## src/rtl/cnu_iter_ctrl_fsm.sv

```systemverilog
// Iteration-control FSM for one CNU decode: initial load, per-iteration LUT
// read, wait for the handshake's toggle-style write, then advance the
// iteration phase. Every output is a register fed from the state register,
// so no input reaches an output combinationally.
module cnu_iter_ctrl_fsm #(
  parameter int INIT_CYCLES = 2,
  parameter int RD_CYCLES   = 4,
  parameter int MAX_ITER    = 10,
  parameter int ITER_W      = 4,
  parameter int WR_TIMEOUT  = 16
) (
  input  logic              read_clk,
  input  logic              rstn,
  input  logic              start_i,
  input  logic              early_term_i,
  input  logic              cnu_wr_i,
  output logic              cnu_init_load_en_o,
  output logic              cnu_rd_finish_o,
  output logic              iter_update_o,
  output logic [ITER_W-1:0] iter_cnt_o,
  output logic              busy_o,
  output logic              done_o,
  output logic              err_o
);

  typedef enum logic [2:0] {
    S_IDLE,
    S_INIT_LOAD,
    S_READ,
    S_WAIT_WR,
    S_ITER_UP,
    S_DONE
  } state_t;

  localparam logic [7:0]      INIT_LAST = 8'(INIT_CYCLES - 1);
  localparam logic [7:0]      RD_LAST   = 8'(RD_CYCLES - 1);
  localparam logic [7:0]      TO_LAST   = 8'(WR_TIMEOUT - 1);
  localparam logic [ITER_W:0] MAX_EXT   = (ITER_W + 1)'(MAX_ITER);
  localparam logic [ITER_W:0] ONE_EXT   = (ITER_W + 1)'(1);

  state_t            state;
  state_t            state_next;
  logic [7:0]        cnt;
  logic              cnt_clr;
  logic              wr_ref;
  logic              early;
  logic [ITER_W-1:0] iter_cnt;
  logic [ITER_W:0]   iter_inc;
  logic              accept;
  logic              timeout;
  logic              start_ok;
  logic              last_iter;

  assign iter_cnt_o = iter_cnt;

  // Next-state decode; the phase counter restarts whenever a phase is left.
  // A start is only honoured once busy_o has dropped, so a request during
  // DONE or during the done_o cycle is dropped.
  always_comb begin
    state_next = state;
    cnt_clr    = 1'b0;
    timeout    = 1'b0;
    accept     = (cnu_wr_i != wr_ref);
    start_ok   = start_i && !busy_o;
    iter_inc   = {1'b0, iter_cnt} + ONE_EXT;
    last_iter  = early || (iter_inc == MAX_EXT);
    case (state)
      S_IDLE: begin
        if (start_ok) begin
          state_next = S_INIT_LOAD;
          cnt_clr    = 1'b1;
        end
      end
      S_INIT_LOAD: begin
        if (cnt == INIT_LAST) begin
          state_next = S_READ;
          cnt_clr    = 1'b1;
        end
      end
      S_READ: begin
        if (cnt == RD_LAST) begin
          state_next = S_WAIT_WR;
          cnt_clr    = 1'b1;
        end
      end
      S_WAIT_WR: begin
        if (accept) begin
          state_next = S_ITER_UP;
          cnt_clr    = 1'b1;
        end else if (cnt == TO_LAST) begin
          state_next = S_DONE;
          cnt_clr    = 1'b1;
          timeout    = 1'b1;
        end
      end
      S_ITER_UP: begin
        state_next = last_iter ? S_DONE : S_READ;
        cnt_clr    = 1'b1;
      end
      S_DONE: begin
        state_next = S_IDLE;
      end
      default: begin
        state_next = S_IDLE;
      end
    endcase
  end

  // State register.
  always_ff @(posedge read_clk or negedge rstn) begin
    if (!rstn) begin
      state <= S_IDLE;
    end else begin
      state <= state_next;
    end
  end

  // Phase counter, write reference, early-term capture, iteration count,
  // phase bit and sticky error; the phase bit survives between decodes.
  always_ff @(posedge read_clk or negedge rstn) begin
    if (!rstn) begin
      cnt           <= '0;
      wr_ref        <= 1'b0;
      early         <= 1'b0;
      iter_cnt      <= '0;
      iter_update_o <= 1'b0;
      err_o         <= 1'b0;
    end else begin
      if (cnt_clr) begin
        cnt <= '0;
      end else if (state == S_INIT_LOAD || state == S_READ || state == S_WAIT_WR) begin
        cnt <= cnt + 8'd1;
      end
      if (state == S_READ && state_next == S_WAIT_WR) begin
        wr_ref <= cnu_wr_i;
      end
      if (state == S_WAIT_WR && accept) begin
        early <= early_term_i;
      end
      if (state == S_IDLE && start_ok) begin
        iter_cnt <= '0;
        err_o    <= 1'b0;
      end
      if (timeout) begin
        err_o <= 1'b1;
      end
      if (state == S_ITER_UP) begin
        iter_update_o <= ~iter_update_o;
        if ({1'b0, iter_cnt} != MAX_EXT) begin
          iter_cnt <= iter_cnt + ITER_W'(1);
        end
      end
    end
  end

  // Registered Moore outputs decoded from the current state.
  always_ff @(posedge read_clk or negedge rstn) begin
    if (!rstn) begin
      cnu_init_load_en_o <= 1'b0;
      cnu_rd_finish_o    <= 1'b0;
      busy_o             <= 1'b0;
      done_o             <= 1'b0;
    end else begin
      cnu_init_load_en_o <= (state == S_INIT_LOAD);
      cnu_rd_finish_o    <= (state == S_WAIT_WR);
      busy_o             <= (state != S_IDLE);
      done_o             <= (state == S_DONE);
    end
  end

endmodule
```

## config.mk

```make
export PLATFORM = sky130hd
export DESIGN_NAME = cnu_iter_ctrl_fsm
export DESIGN_NICKNAME = d
export VERILOG_FILES = /design/src/rtl/cnu_iter_ctrl_fsm.sv
export SDC_FILE = /design/constraint.sdc
export NUM_CORES = 1
export LEC_CHECK = 0
export BUFFER_PORTS_ARGS = -buffer_cell sky130_fd_sc_hd__buf_4
export CORE_ASPECT_RATIO = 0.7
export CORE_MARGIN = 3
export CORE_UTILIZATION = 43
export CTS_CLUSTER_SIZE = 30
export DETAILED_ROUTE_END_ITERATION = 10
export REMOVE_ABC_BUFFERS = 1
export SYNTH_ARGS = -nofsm -noshare
export SYNTH_HDL_FRONTEND = slang
export SYNTH_SLANG_ARGS = --single-unit
```

## constraint.sdc

```tcl
create_clock -name read_clk -period 1.59 [get_ports read_clk]
set_input_delay 0.0795 -clock read_clk [delete_from_list [all_inputs] [get_ports read_clk]]
set_output_delay 0.0795 -clock read_clk [all_outputs]
set_load 0.01 [all_outputs]
```

==> out/qor.yml <==
logic_synthesis:
  synth_cells: 118
  synthFlopType: "dfrtp_1"
  synthXorXnorAreaFrac: 0.06364
  ys_top_cells_by_count: "dfrtp_1, nor2_1, nand3_1"
  synth.avg_cell_area_sq_um: 10.50
  ys_seq_area_frac: 0.4646
  ys_types: 38
  yosys.area_share.simple: 0.2414
  synth.most_common_cell: "dfrtp_1"
  ys_top_cells_by_area: "dfrtp_1, ha_1, nor2_1, xnor2_1, nand3_1"
  synth_edf_count: 0
  muxShareOfSynthArea: 0.02626
  netlist_area_sq_um: 1239
  synth_seq_cells: 23
  synth_top_area_cell: "dfrtp_1"
  synth_compound_area_frac: 0.1242
  synth_top_family_by_area: "simple AND/OR/NAND/NOR gates"
  yosys.area.top_type_share: 0.4646
  synthAdderAreaFrac: 0.05051
  async_flop_share: 1.000
  yosysWarningCount: 0
clock_network:
  htree_levels: 1
  clock_path_buffers: 2
  insertion_delay_ns: 0.26
  cts_tree: "done"
  cts_buffers: 3
  cts.sinks: 23
  root_buffer: "clkbuf_8"
  path_clk_slew_ns: 0.08
worst_setup_path:
  r2r-end: "state[2]"
  slowest_delay_ns: 0.45
  r2r_cells: 5
  cp-end-kind: "register"
  r2r-start: "iter_cnt_o[0]"
  crit_slowest_cell: "dfrtp_2"
  worstPathArrival_ns: 1.63
  worstSetupStartpoint: "iter_cnt_o[0]"
  r2r_slack_ns: 0.1
  crit_required_ns: 1.73
  worstPathMaxFanout: 7
  worstPathCellList: "ha_2, nor2b_1, a311o_1, nand3_1, o21ai_0"
  worstSetupPathType: "reg -> reg"
  critPathLaunchType: "register"
floorplan:
  ios: 15
  fp.dieArea_sq_um: 3571
  core_sq_um: 2590
  rows: 15
  dieHeight_um: 50.91
  fp.dieW_um: 70.15
  start_util: 0.4783
place:
  hpwlAfterDp_mm: 1.835
  post-place-ws_ns: -0.06128
  port_buffers: 14
  routabilityCongestion: 0.9077
global_routing:
  grt-ovfl-total: 0
  antenna_found_initial: 0
  grt_pass1_vias: 898
  grt_use_total: 0.1678
  grt_max_degree: 24
  grt_pass1_wl_mm: 4.554
detailed_routing:
  dr.pass1.iters: 4
  vias_per_cell: 5.382
  drc: 0
  post_drt_wl_per_cell_um: 14.68
  wl_mm: 2.539
  drtIter0Drc: 87
  ant_nets: 0
  vias: 931
status:
  status: "completed"
sta:
  tns_ns: 0
  fin_crit_sh: 0.9377
  period_minus_slack_ns: 1.491
  hold_viol: 0
  worstMarginPinSlew_ns: 0.3836
  fmaxAchievable_mhz: 670.7
  fin_skew_ns: 0.001542
  setup_ws_ns: 0.09906
  slew_headroom: 0.7443
  finalSetupViolations: 0
  rsz0062_at_grt: "no"
  slew_violations: 0
finish:
  largest-register: "cnt"
  ff_latch_area_sq_um: 580.6
  nets: 150
  area_growth_syn_to_layout_pct: 22.02
  largest_reg_flops: 8
  antenna_cells: 0
  drive_gt1_frac: 0.3165
  multi_input_area_sq_um: 664.4
  fillers: 216
worst_hold_path:
  min_to: "early"
  min-delay-start: "early_term_i"
  hold_depth: 2
  hold_class: "in -> reg"
power:
  vdd_ir_drop_max_mv: 0.7637
  leakagePower_nw: 0.6723
  power.density_nw_per_um2: 1564
  finalPower_mw: 2.364
job:
  cap_violations: 0
what timing repair did:
item | in CTS | in global routing
setup buffers | 0 | 1
pin swaps | 0 | 1
gates resized for setup | 2 | 12
hold endpoints to repair | 23 | 0
hold buffers | 1 | 0
endpoints found under the setup margin | 8 | 14
cell families after synthesis:
kind of cell,after synthesis
muxes,3
buffers and inverters,9
adders and majority gates,5
DFF,23
AOI/OAI and AO/OA,17
and+or+nand+nor,52
xor gates and xnor gates,9
how the worst max path moves through the flow:
stage | endpoint | slack (ns) | depth (start not counted)
after detailed placement | cnt[0] | -0.06 | 6
after global placement | cnt[4] | 0.05 | 6
final | state[2] | 0.1 | 5
after global routing | cnt[1] | 0.01 | 5
after floorplan | state[2] | 0.12 | 5
after CTS | cnt[6] | 0.01 | 6
layer usage:
| layer | GRT usage | part of all wire |
|---|---|---|
| met5 | 0 | 0 |
| met4 | 0.05732 | 0.016 |
| met3 | 0.04912 | 0.060 |
| met2 | 0.2273 | 0.40 |
| met1 | 0.2512 | 0.52 |
cell type report:
cell class                      instances  area share
Inverter                                5     0.01242
Clock buffer                            4     0.02980
Tap cell                               34     0.02815
Multi-Input combinational cell         86      0.4396
Sequential cell                        23      0.3841
Timing Repair Buffer                   21      0.1060
per-stage QoR:
| stage | hold WS, ns | utilization | instances | area (sq um) |
|---|---|---|---|---|
| after floorplan | -0.2161 | - | 114 | 1221 |
| after global placement | -0.009049 | 0.5430 | 167 | 1406 |
| after detailed placement | -0.006934 | 0.5430 | 167 | 1406 |
| after CTS | 0.03821 | 0.5686 | 172 | 1473 |
| after global routing | 0.02754 | 0.5836 | 173 | 1511 |
| final | 0.04203 | 0.5836 | 173 | 1511 |
where the power goes:
part | leakage, nW | internal (mW) | switching (mW)
clock network | 0.0228 | 0.179 | 0.179
registers | 0.298 | 0.758 | 0.223
logic | 0.352 | 0.499 | 0.526
cell usage in the layout, fill, tap and decap left out, types with 3 or more instances in the layout:
cell and instances:
nand3_1 8, xor2_1 3, buf_4 20, nand2_1 6, xnor2_1 6, dfrtp_1 19, nor3_1 3, o21ai_0 3
clkbuf_8 3, ha_2 3, inv_1 5, dfrtp_2 4, nand4_1 3, nor2_1 13
worst max-delay path: cells and delay by family, from the launching register on:
kind,cells,cell delay [ns]
adder cells (fa/ha/maj),1,0.22
AO/OA/AOI/OAI,2,0.46
flip-flops,1,0.45
AND/OR/NAND/NOR,2,0.23
(Power assumes the default switching activity.)
